$ cat src/rtl/core_pkg.sv
// Shared types for the memory-port arbiter.
//   arb_state_e : transaction phase of the single shared DRAM port
//   arb_owner_e : which requester owns the outstanding transaction
package core_pkg;

    typedef enum logic [1:0] {
        IDLE = 2'd0,
        REQ  = 2'd1,
        RESP = 2'd2
    } arb_state_e;

    typedef enum logic {
        OWN_IF  = 1'b0,
        OWN_LSU = 1'b1
    } arb_owner_e;

    // Instruction fetches always move a full word.
    localparam logic [3:0] BE_WORD = 4'hF;

endpackage

$ cat src/rtl/mem_port_arbiter.sv
// Arbitrates instruction-fetch (IF) and load/store (LSU) requests onto a single
// DRAM port with at most one transaction outstanding. LSU has priority, but IF
// is forced through after MAX_DATA_STREAK consecutive LSU wins while IF waits.
//
// Ports:
//   clock, reset                 rising-edge clock, async active-low reset
//   if_req_ip / if_addr_ip       IF request and word address
//   if_gnt_op / if_rvalid_op / if_rdata_op     IF grant, response, data
//   lsu_req_ip / lsu_we_ip / lsu_be_ip / lsu_addr_ip / lsu_wdata_ip   LSU request
//   lsu_gnt_op / lsu_rvalid_op / lsu_rdata_op  LSU grant, response, data
//   mem_req_op / mem_we_op / mem_be_op / mem_addr_op / mem_wdata_op   DRAM request
//   mem_gnt_ip / mem_rvalid_ip / mem_rdata_ip  DRAM accept, response, data
//   busy_op                      transaction outstanding
//   proto_err_op                 sticky: DRAM handshake seen in the wrong phase
module mem_port_arbiter
    import core_pkg::*;
#(
    parameter int unsigned MAX_DATA_STREAK = 4
) (
    input  logic        clock,
    input  logic        reset,

    input  logic        if_req_ip,
    input  logic [31:0] if_addr_ip,
    output logic        if_gnt_op,
    output logic        if_rvalid_op,
    output logic [31:0] if_rdata_op,

    input  logic        lsu_req_ip,
    input  logic        lsu_we_ip,
    input  logic [3:0]  lsu_be_ip,
    input  logic [31:0] lsu_addr_ip,
    input  logic [31:0] lsu_wdata_ip,
    output logic        lsu_gnt_op,
    output logic        lsu_rvalid_op,
    output logic [31:0] lsu_rdata_op,

    output logic        mem_req_op,
    output logic        mem_we_op,
    output logic [3:0]  mem_be_op,
    output logic [31:0] mem_addr_op,
    output logic [31:0] mem_wdata_op,
    input  logic        mem_gnt_ip,
    input  logic        mem_rvalid_ip,
    input  logic [31:0] mem_rdata_ip,

    output logic        busy_op,
    output logic        proto_err_op
);

    localparam logic [3:0] STREAK_MAX = 4'(MAX_DATA_STREAK);

    arb_state_e  state_q, state_d;
    arb_owner_e  owner_q, owner_d;
    logic        we_q, we_d;
    logic [3:0]  be_q, be_d;
    logic [31:0] addr_q, addr_d;
    logic [31:0] wdata_q, wdata_d;
    logic [3:0]  streak_q, streak_d;
    logic        err_q, err_d;

    logic any_req;
    logic if_wins;
    logic in_req;
    logic in_resp;
    logic rsp_fire;

    assign any_req = if_req_ip | lsu_req_ip;
    // IF only beats a simultaneous LSU request once the streak limit is hit.
    assign if_wins = if_req_ip & (~lsu_req_ip | (streak_q == STREAK_MAX));

    always_comb begin
        state_d  = state_q;
        owner_d  = owner_q;
        we_d     = we_q;
        be_d     = be_q;
        addr_d   = addr_q;
        wdata_d  = wdata_q;
        streak_d = streak_q;
        err_d    = err_q;

        unique case (state_q)
            IDLE: begin
                if (any_req) begin
                    state_d = REQ;
                    if (if_wins) begin
                        owner_d  = OWN_IF;
                        we_d     = 1'b0;
                        be_d     = BE_WORD;
                        addr_d   = if_addr_ip;
                        wdata_d  = '0;
                        streak_d = '0;
                    end else begin
                        owner_d = OWN_LSU;
                        we_d    = lsu_we_ip;
                        be_d    = lsu_be_ip;
                        addr_d  = lsu_addr_ip;
                        wdata_d = lsu_wdata_ip;
                        // Only LSU wins that make IF wait count towards the streak.
                        if (!if_req_ip) begin
                            streak_d = '0;
                        end else if (streak_q != STREAK_MAX) begin
                            streak_d = streak_q + 4'd1;
                        end
                    end
                end
            end
            REQ: begin
                if (mem_gnt_ip) begin
                    state_d = RESP;
                end
            end
            RESP: begin
                if (mem_rvalid_ip) begin
                    state_d = IDLE;
                end
            end
            default: state_d = IDLE;
        endcase

        // Handshakes in the wrong phase are ignored but remembered until reset.
        if ((mem_rvalid_ip && (state_q != RESP)) || (mem_gnt_ip && (state_q != REQ))) begin
            err_d = 1'b1;
        end
    end

    always_ff @(posedge clock or negedge reset) begin
        if (!reset) begin
            state_q  <= IDLE;
            owner_q  <= OWN_IF;
            we_q     <= 1'b0;
            be_q     <= '0;
            addr_q   <= '0;
            wdata_q  <= '0;
            streak_q <= '0;
            err_q    <= 1'b0;
        end else begin
            state_q  <= state_d;
            owner_q  <= owner_d;
            we_q     <= we_d;
            be_q     <= be_d;
            addr_q   <= addr_d;
            wdata_q  <= wdata_d;
            streak_q <= streak_d;
            err_q    <= err_d;
        end
    end

    assign in_req   = (state_q == REQ);
    assign in_resp  = (state_q == RESP);
    assign rsp_fire = in_resp & mem_rvalid_ip;

    // Request fields are only driven while the request is presented.
    assign mem_req_op   = in_req;
    assign mem_we_op    = in_req & we_q;
    assign mem_be_op    = in_req ? be_q : '0;
    assign mem_addr_op  = in_req ? addr_q : '0;
    assign mem_wdata_op = in_req ? wdata_q : '0;

    assign if_gnt_op  = in_req & mem_gnt_ip & (owner_q == OWN_IF);
    assign lsu_gnt_op = in_req & mem_gnt_ip & (owner_q == OWN_LSU);

    assign if_rvalid_op  = rsp_fire & (owner_q == OWN_IF);
    assign lsu_rvalid_op = rsp_fire & (owner_q == OWN_LSU);
    assign if_rdata_op   = if_rvalid_op ? mem_rdata_ip : '0;
    // Store completions carry no data back.
    assign lsu_rdata_op  = (lsu_rvalid_op & ~we_q) ? mem_rdata_ip : '0;

    assign busy_op      = (state_q != IDLE);
    assign proto_err_op = err_q;

endmodule

$ cat config.mk
export PLATFORM = sky130hd
export DESIGN_NAME = mem_port_arbiter
export DESIGN_NICKNAME = d
export VERILOG_FILES = /design/src/rtl/core_pkg.sv /design/src/rtl/mem_port_arbiter.sv
export SDC_FILE = /design/constraint.sdc
export NUM_CORES = 1
export LEC_CHECK = 0
export BUFFER_PORTS_ARGS = -buffer_cell sky130_fd_sc_hd__clkbuf_2
export CAP_MARGIN = 15
export CORE_ASPECT_RATIO = 0.8
export CORE_MARGIN = 2
export CORE_UTILIZATION = 25
export DETAILED_ROUTE_END_ITERATION = 10
export GPL_TIMING_DRIVEN = 1
export MAX_ROUTING_LAYER = met4
export PLACE_DENSITY = 0.63
export SYNTH_ARGS = -nofsm -noshare
export SYNTH_HDL_FRONTEND = slang
export SYNTH_SLANG_ARGS = --single-unit
$ cat constraint.sdc
create_clock -name clock -period 3.2 [get_ports clock]
set_input_delay 0.48 -clock clock [delete_from_list [all_inputs] [get_ports clock]]
set_output_delay 0.48 -clock clock [all_outputs]
set_load 0.02 [all_outputs]
* Word-level counts from Yosys, hierarchy flattened *
Cells that the tools add are included.

cells by class
  div/mod/pow operators = 0
  equality and inequality tests = 10
  reduce and logical (&&, ||, !) cells = 8
  mux-type cells = 17
  $mul = 0
  add/sub/neg operators = 1
  shift operators = 0
  bitwise logic cells = 14
  order comparisons = 0

operators with widths
  cell                 count
  $mux 32              6
  $mux 4               5
  $and 1x1->1          9
  $ne 2x2->1 const B   4
  $mux 2               3
  $pmux 2 s3           1
  $reduce_and 3->1     2
  $add 4x1->4 const B  1
  $eq 4x3->1 const B   1
  $ne 4x3->1 const B   1
  $ne 3x1->1 const B   1
  $not 1->1            3
  $eq 2x1->1 const B   1
  $eq 2x2->1 const B   1
  $logic_and 1x1->1    2
  $logic_not 2->1      1
  $mux 1               2
  $ne 2x1->1 const B   1
  $or 1x1->1           2
  $reduce_and 2->1     1
  $reduce_bool 2->1    1
  $logic_or 1x1->1     1

storage, ports and cells
  memories kept = 0
  ROM bits = 0
  output and inout port bits = 140
  bits of input ports = 139
  word-level logic and storage cells = 58
  flip-flop bits (word level) = 77
  memory bits (writable) = 0
  bits in latches = 0

* Longest topological paths before layout *
  word-level depth = 5
  mapped depth = 8
  mapped depth without buffers = 6

* Worst setup path after synthesis *
No wires, ideal clock.

  path type = reg-to-output
  from = register state_q[0]
  to = output port lsu_rdata_op[10]
  arrival time = 1.517 ns
  setup slack = 1.203 ns
  required time = 2.720 ns
  cell stages (with the launch flop) = 6
  cells stage by stage = dfrtp_1 > nor2b_1 > and3_1 > nor2b_1 > clkbuf_1 > and2_1

between the ends
  cells in the longest elaborated chain, start to end = 5

ends and longest elaborated chain
  item                    RTL line                 source
  start, declared         mem_port_arbiter.sv:53   arb_state_e state_q, state_d;
  start signal, assigned  mem_port_arbiter.sv:138  state_q <= state_d;
  $eq 2x2->1              mem_port_arbiter.sv:150  assign in_resp = (state_q == RESP);
  $and 1x1->1             mem_port_arbiter.sv:151  assign rsp_fire = in_resp & mem_rvalid_ip;
  $and 1x1->1             mem_port_arbiter.sv:164  assign lsu_rvalid_op = rsp_fire & (owner_q == OWN_LSU);
  net lsu_rvalid_op       mem_port_arbiter.sv:35   output logic lsu_rvalid_op,
  $and 1x1->1             mem_port_arbiter.sv:167  assign lsu_rdata_op = (lsu_rvalid_op & ~we_q) ? mem_rdata_ip : '0;
  $mux 32                 mem_port_arbiter.sv:167
  end, declared           mem_port_arbiter.sv:36   output logic [31:0] lsu_rdata_op,

The timed path passes the listed nets, and every way through them passes these cells.

* Worst setup path in the final report *
  from = register state_q[1]
  to = output port lsu_gnt_op

between the ends
  cells in the longest elaborated chain, start to end = 3

ends and longest elaborated chain
  item                      RTL line                 source
  $eq 2x1->1                mem_port_arbiter.sv:149  assign in_req = (state_q == REQ);
  $and 1x1->1 (2 in a row)  mem_port_arbiter.sv:161  assign lsu_gnt_op = in_req & mem_gnt_ip & (owner_q == OWN_LSU);
  end, declared             mem_port_arbiter.sv:34   output logic lsu_gnt_op,

Every way passes these cells.

==> results.md <==
* Status: completed
* Global Route met2 Usage at 27.1%
* Post-synth EDFFs at 0
* Multi-input logic area at 2110 µm²
* Power Dens Cells at 888 nW/µm²
* Die X-Extent at 149 µm
* H-Tree Depth at 3
* Post-synthesis sequential area ratio at 45.9%
* Top-Level Pins at 279
* Root buf cell: clkbuf_16
* Critical Path Sink Type: primary output
* Gate count of the mapped netlist at 530
* Final Core Density at 37.3%
* Synthesized cell area at 4200 µm²
* Core Footprint at 16500 µm²
* Drt pass-1 iters at 6
* Tcrit/Tclk final at 74.9%
* Max Cap Viol at 0
* Min-Delay Path Class: in -> async
* GRT Residual Overflow at 0
* Crit-path cells: nand2b_1 -> inv_2 -> buf_12 -> and3_1 -> clkbuf_2
* Largest net degree at the start of global routing at 78
* Setup-failing EPs final at 0
* Proportion of layout cells with a drive suffix above 1 at 38.8%
* Synth area leaders: dfrtp_1, and2_1, nand2_1, a21oi_1, nand3_1
* Clock Latency Late Sink at 0.34 ns
* Hold bufs inserted after CTS at 0
* Sink count of the clock tree at 77
* RSZ-0062 raised after global routing: no
* Number of fillers in the final layout at 1750
* Port bufs at 278
* Chip height at 120 µm
* Worst setup SP type: flip-flop
* Routability cong. at 0.808
* Crit path largest cell delay at 0.40 ns
* First-pass GRT wire length at 22.1 mm
* Reg clk slew, reported paths at 0.06 ns
* Maximum clock rate at 417 MHz
* Worst path bufs/invs at 3
* Grt met3 use at 4.18%
* Register area at 1930 µm²
* Via count at 4460
* Number of diodes at 0
* Leakage Power at 3.42 nW
* Final hold viol count at 0
* Vias in the first global route at 4284
* Layout area overhead at 46.5%
* Place WS at 1.11 ns
* Site Rows at 42
* Prevailing post-synth register cell: dfrtp_1
* Most used routing layer: met2
* Final HPWL DP at 10.5 mm
* Post-DR vias/cell at 4.40
* Largest fanout on the critical path at 45
* CTS tree: built
* Worst Skew at 0.00669 ns
* Routed WL at 14.3 mm
* Post_cts resized at 0
* WP data required at 2.72 ns
* Yosys warnings at 0
* GRT Util Overall at 16.3%
* Drt drc at 0
* Post-CTS Setup Bufs at 0
* Num CTS Buffers at 9
* VDD IR-drop max at 322 µV
* Max clock buf depth at 2
* Synth top area share at 45.9%
* DR iter-0 viols at 170
* Synth area leader: dfrtp_1
* Post-Syn Area per Cell at 7.92 µm²
* Die ar. at 17800 µm²
* Final WS setup at 0.805 ns
* Critical path type: reg -> out
* Synth cell types at 26
* Initial core utilization at 25.4%
* Post-synth top cells: and2_1, nand2_1, dfrtp_1
* Period minus WS final at 2.40 ns
* Initial antenna violation count at 0
* Async SR Flop Fraction at 100%
* Slew headroom at 31.6%
* GR Layer Usage met1 at 20.2%
* DRT antenna net count at 0
* WP data arrival at 1.92 ns
* Wire per inst at 14.1 µm
* Worst-margin pin slew at 1.03 ns
* Yosys reg bits at 77
* Max-slew violations at 0
* Syn nets at 671
* Sum of negative setup slack at 0 ns
* Critical path's slowest cell: dfrtp_1
* Nets@finish at 929
* Cell family with most CP delay: buffers and inverters
* Most repeated cell in the gate-level netlist after synthesis: and2_1
report_power, final:
part / internal (W) / switching, W
Combinational: 0.000954 / 0.00172
Clock: 0.000727 / 0.000410
Sequential: 0.00142 / 0.000228
Total: 0.00310 / 0.00236
layout make-up:
class,count,share of cell area (%)
timing repair buffer,286,24.3
multi-input combinational,411,34.3
clock inverter,5,1.32
tap,220,4.48
inverter,3,0.183
sequential,77,31.3
clock buffer,11,4.11
state kept, by name (all words and copies together), names as in the netlist:
signal	count
be_q	4
state_q	2
streak_q	4
owner_q	1
proto_err_op	1
wdata_q	32
we_q	1
addr_q	32
kinds of logic after synthesis:
group           count (synthesis)  share of synthesized area (%)
simple gates                  330                           39.4
fa+ha+maj                       2                          0.596
flops                          77                           45.9
buf+inv                        42                           4.17
compound gates                 79                           9.87
stage by stage:
step	instances	hold slack, ns	instance area [µm²]	power [W]
finish	1013	0.305	6150	0.00546
global route	1013	0.335	6150	0.00592
CTS	1013	0.331	6150	0.00556
detailed placement	997	0.447	5810	0.00438
global placement	997	0.442	5810	0.00435
floorplan	530	0.184	4200	0.00342
cells in the final DEF, fill, tap and decap left out:
| cell | instances |
|---|---|
| or3_1 | 1 |
| nand3_1 | 36 |
| or4_1 | 1 |
| nor2_4 | 1 |
| clkbuf_16 | 9 |
| nor2_1 | 36 |
| nand2b_1 | 2 |
| nand2_1 | 111 |
| ha_1 | 2 |
| buf_4 | 6 |
| clkinvlp_4 | 1 |
| nor2b_1 | 2 |
| o2bb2ai_1 | 1 |
| o22ai_1 | 1 |
| dfrtp_1 | 77 |
| a21oi_1 | 65 |
| a21bo_2 | 1 |
| inv_1 | 2 |
| buf_12 | 3 |
| a21boi_4 | 1 |
| clkbuf_8 | 2 |
| nand3b_1 | 2 |
| and2_1 | 133 |
| nand4_1 | 1 |
| inv_2 | 1 |
| bufinv_16 | 2 |
| o21bai_1 | 1 |
| and3_1 | 2 |
| clkbuf_2 | 277 |
| o21ai_0 | 9 |
| inv_6 | 1 |
| or2_2 | 1 |
| clkinv_2 | 1 |
| or2_4 | 1 |
routing by layer:
metal  part of all wire [%]  routed length [µm]
met1                     45                6360
met2                     48                6860
met3                    6.6                 943
met4                   0.73                 104
met5                      0                   0
worst paths after layout:
| kind | startpoint | to | slack (ns) | cells after the start |
|---|---|---|---|---|
| setup / recovery | state_q[1] | lsu_gnt_op | 0.80 | 5 |
| hold / removal | reset | wdata_q[26] | 0.31 | 1 |
| max in group asynchronous | reset | be_q[0] | 2.20 | 1 |
| setup reg to reg | streak_q[0] | wdata_q[28] | 1.14 | 7 |
| min in group clock | lsu_addr_ip[20] | addr_q[20] | 0.35 | 3 |
| hold reg to reg | wdata_q[21] | wdata_q[21] | 0.46 | 2 |
No activity file was read; power rests on OpenSTA's default activity.
